$ cat config.mk
export PLATFORM = sky130hd
export DESIGN_NAME = exp_fifo
export DESIGN_NICKNAME = d
export VERILOG_FILES = /design/src/rtl/resp_checker_pkg.sv /design/src/rtl/resp_checker_fifo.sv
export SDC_FILE = /design/constraint.sdc
export NUM_CORES = 1
export LEC_CHECK = 0
export ABC_AREA = 1
export ABC_CLOCK_PERIOD_IN_PS = 1970
export BUFFER_PORTS_ARGS = -buffer_cell sky130_fd_sc_hd__buf_2
export CAP_MARGIN = 15
export CORE_MARGIN = 3
export CORE_UTILIZATION = 31
export DETAILED_ROUTE_END_ITERATION = 16
export PLACE_DENSITY_LB_ADDON = 0.05
export REMOVE_ABC_BUFFERS = 1
export SLEW_MARGIN = 20
export SYNTH_ARGS = -nofsm -noshare
export SYNTH_HDL_FRONTEND = slang
export SYNTH_SLANG_ARGS = --single-unit
$ cat constraint.sdc
create_clock -name clk_i -period 1.97 [get_ports clk_i]
set_clock_uncertainty 0.1 [all_clocks]
set_input_delay 0.0985 -clock clk_i [delete_from_list [all_inputs] [get_ports clk_i]]
set_output_delay 0.0985 -clock clk_i [all_outputs]
set_load 0.01 [all_outputs]
$ cat src/rtl/resp_checker_pkg.sv
// resp_checker shared types and constants.
// State encoding, default sizes and the saturating counter helper.
package resp_checker_pkg;

  localparam int DEF_W       = 10;
  localparam int DEF_DEPTH   = 8;
  localparam int DEF_TIMEOUT = 1024;
  localparam int CNT_W       = 16;

  typedef enum logic [1:0] {
    S_IDLE,
    S_RUN,
    S_DONE
  } state_e;

  function automatic logic [CNT_W-1:0] sat_inc(
    input logic [CNT_W-1:0] v
  );
    return (&v) ? v : v + 1'b1;
  endfunction

endpackage

$ cat src/rtl/resp_checker_fifo.sv
// exp_fifo: expected-sample FIFO for resp_checker.
// Same-cycle push/pop always allowed; empty push+pop bypasses.
module exp_fifo
  import resp_checker_pkg::*;
#(
  parameter int W     = DEF_W,
  parameter int DEPTH = DEF_DEPTH
) (
  input  logic         clk_i,
  input  logic         rst_ni,
  input  logic         clr_i,
  input  logic         push_i,
  input  logic         pop_i,
  input  logic [W-1:0] din_i,
  output logic [W-1:0] dout_o,
  output logic         empty_o,
  output logic         full_o
);

  localparam int AW = $clog2(DEPTH);

  logic [W-1:0]  mem_q [DEPTH];
  logic [AW-1:0] wr_q;
  logic [AW-1:0] rd_q;
  logic [AW:0]   cnt_q;
  logic          do_push;
  logic          do_pop;

  assign empty_o = (cnt_q == '0);
  assign full_o  = (cnt_q == (AW+1)'(DEPTH));
  assign dout_o  = empty_o ? din_i : mem_q[rd_q];

  // an empty push+pop passes straight through and stores nothing
  assign do_pop  = pop_i && !empty_o;
  assign do_push = push_i && (!full_o || pop_i)
                   && !(empty_o && pop_i);

  // storage array, written only on an accepted push
  always_ff @(posedge clk_i) begin
    if (do_push) begin
      mem_q[wr_q] <= din_i;
    end
  end

  // pointers and occupancy
  always_ff @(posedge clk_i or negedge rst_ni) begin
    if (!rst_ni) begin
      wr_q  <= '0;
      rd_q  <= '0;
      cnt_q <= '0;
    end else if (clr_i) begin
      wr_q  <= '0;
      rd_q  <= '0;
      cnt_q <= '0;
    end else begin
      if (do_push) wr_q <= wr_q + 1'b1;
      if (do_pop)  rd_q <= rd_q + 1'b1;
      case ({do_push, do_pop})
        2'b10:   cnt_q <= cnt_q + 1'b1;
        2'b01:   cnt_q <= cnt_q - 1'b1;
        default: cnt_q <= cnt_q;
      endcase
    end
  end

endmodule

==> impl_metrics.tcl <==
set metrics [dict create \
    vdd.ir_drop.worst_mv 0.492 \
    area_growth_pct 27.5 \
    start_util_pct 31.9 \
    cts_tree "built" \
    drt_iter0_markers 199 \
    ant_nets 0 \
    slew_violations 0 \
    synth_cells 328 \
    port_buffers 26 \
    dr_wl_met3_um 308 \
    fin_nets 408 \
    vias_per_cell 4.80 \
    worstPathCellList "clkinv_4, clkbuf_16, o21ai_0, o211ai_1, nand3_1, nand2_1, buf_2" \
    cts_made_buffers 9 \
    required_ns 1.77 \
    async_reset_ff_share_pct 11.1 \
    path_buf_inv 3 \
    highest_layer "met4" \
    yosysTopAreaCell "edfxtp_1" \
    setup_viol 0 \
    gp_congestion 0.807 \
    first_global_vias 2621 \
    regToRegStartpoint "cnt_q[0]" \
    antenna_found_initial 0 \
    m1WireLength_mm 4.97 \
    syn-mean-instance-area_um2 11.7 \
    synth_warnings 0 \
    r2r_cells 7 \
    status "complete, no violations" \
    grt_max_degree 27 \
    dieArea_mm2 0.0138 \
    ys_ff_latch 90 \
    ys_top_cells_by_count "80 x edfxtp_1, 60 x nor2_1, 42 x o21ai_0" \
    die_y_um 117 \
    fin_ws_ns 0.0563 \
    grt_overflow_total 0 \
    critPathArrivalTime_ns 1.72 \
    io-pin-count 27 \
    rsz0062_at_grt "true" \
    fp.dieW_um 117 \
    relSlewSlack_pct 77.8 \
    critical_path_class "reg -> out" \
    drc 0 \
    synthFlopType "edfxtp_1" \
    clkLatencyLatePin_ns 0.34 \
    grt_pass1_wl_mm 14.8 \
    rr_endpoint "mem_q[4][1]" \
    power_uw 6020 \
    root_buffer "clkbuf_16" \
    drive_gt1_share_pct 22.3 \
    critPathCaptureType "output pin" \
    num_antenna_cells 0 \
    fmax_ghz 0.523 \
    core-area_mm2 0.0121 \
    synthesis.area_mm2 0.00384 \
    worst_slew_pin_slew_ns 0.332 \
    synth_edf_count 80 \
    rows 40 \
    start_kind "flop" \
    htreeDepth 3 \
    cp_top_family "flip-flops" \
    leakagePower_uw 0.00186 \
    min_period_ns 1.91 \
    timing.final.crit_share_pct 97.1 \
    maxCapViolCount 0 \
    drt_first_pass_iters 4 \
    hold_path_class "in -> async" \
    wirelength_mm 10.0 \
    wl_met2_mm 4.54 \
    placed_cells 528 \
    reg2reg_slack_ns 0.16 \
    wl_per_cell_um 17.8 \
    synth_cell_types 29 \
    vias 2700 \
    finalHoldViolCount 0 \
    critPathMaxStageDelay_ns 0.45 \
    dp_hpwl_mm 6.25 \
    power-per-cell-area_mw_per_mm2 1230 \
    clock_sinks 90 \
    synthTopCellsByArea "edfxtp_1 63%, dfrtp_1 6.5%, nor2_1 5.9%" \
    place_ws_ns 0.183 \
    yosysSeqAreaShare_pct 69.0 \
    yosys.cell_count.top_type "edfxtp_1" \
    cts_max_path_buffers 2 \
    yosysTopAreaCellShare_pct 62.5 \
    worstPathMaxFanout 13 \
    slowest_stage "dfrtp_2" \
    clkSlewWorstSetupHoldPaths_ns 0.06 \
    final_cell_count_no_fill 562 \
    grt_usage_pct 14.2 \
]
==> final cells by class <==
| type | count | area [um2] |
|---|---|---|
| fillers | 1180 | 7160 |
| inverters | 19 | 82.6 |
| clock inverters | 3 | 15.0 |
| well taps | 168 | 210 |
| clock buffers | 13 | 260 |
| flip-flops and latches | 90 | 2660 |
| multi-input cells | 204 | 1090 |
| repair buffers | 65 | 592 |
==> logic make-up after synthesis <==
family / synth area share (%)
flip-flops: 69.0
AND/OR/NAND/NOR: 14.3
AO/OA/AOI/OAI: 11.8
adder cells (fa/ha/maj): 1.30
buffers and inverters: 3.52
==> how the worst max path moves through the flow <==
stage,start,endpoint,slack (ns),cells past startpoint
3_5_place_dp,cnt_q[0],mem_q[6][3],0.18,7
2_1_floorplan,rd_q[0],dout_o[5],0.009,5
3_3_place_gp,cnt_q[0],mem_q[6][2],0.20,7
5_1_grt,rd_q[0],dout_o[4],-0.03,8
4_1_cts,rd_q[0],dout_o[3],-0.003,6
6_report,rd_q[0],dout_o[8],0.06,7
==> layout by cell type, fill, tap and decap left out, types with 13 or more instances in the layout <==
| master | n |
|---|---|
| buf_2 | 26 |
| clkbuf_16 | 13 |
| inv_1 | 15 |
| o21ai_0 | 29 |
| o221ai_1 | 13 |
| o21ai_1 | 13 |
| nand3_1 | 17 |
| edfxtp_1 | 80 |
| nor2_1 | 60 |
| buf_4 | 15 |
| nand2_1 | 40 |
==> metrics by stage <==
| step | hold WS [ns] | TNS (ns) | util, % | area (um2) |
|---|---|---|---|---|
| after floorplan | -0.297 | 0 | - | 3780 |
| after global placement | -0.119 | 0 | 35.8 | 4310 |
| after detailed placement | -0.118 | 0 | 35.8 | 4310 |
| after CTS | 0.0328 | -0.00467 | 39.1 | 4720 |
| after global routing | 0.0501 | -0.0934 | 40.6 | 4900 |
| final | 0.0480 | 0 | 40.6 | 4900 |
==> metal layers <==
metal	vias up	track usage (%)
met2	46	21.6
li1	1306	-
met4	0	6.16
met5	-	0
met3	11	2.31
met1	1337	20.2
==> state kept, by name, indices dropped and copies added, names as in the netlist <==
signal,cells
mem_q,80
cnt_q,4
rd_q,3
wr_q,3
==> report_power, final <==
part           switching, uW  total, uW  internal (uW)
Clock                    678       1600            918
Combinational           1260       2150            890
Sequential              78.4       2280           2200
==> worst reg2reg max path, cell delays in order, from the launching register on <==
cell and delay (ns):
dfrtp_1 0.45, nor2_4 0.06, nand2_4 0.10, nand2_4 0.08, o21ai_4 0.21, nand2_1 0.17
nor2_1 0.12, buf_4 0.21
==> timing repair <==
| item | 4_1_cts | 5_1_grt |
|---|---|---|
| hold endpoints to repair | 87 | 0 |
| hold buffers | 12 | 0 |
| pin swaps | 1 | 10 |
| cloned | 0 | 4 |
| resized for setup | 4 | 31 |
| buffers inserted | 0 | 2 |
| setup endpoints to repair | 8 | 10 |
No activity file was read; power rests on OpenSTA's default activity.
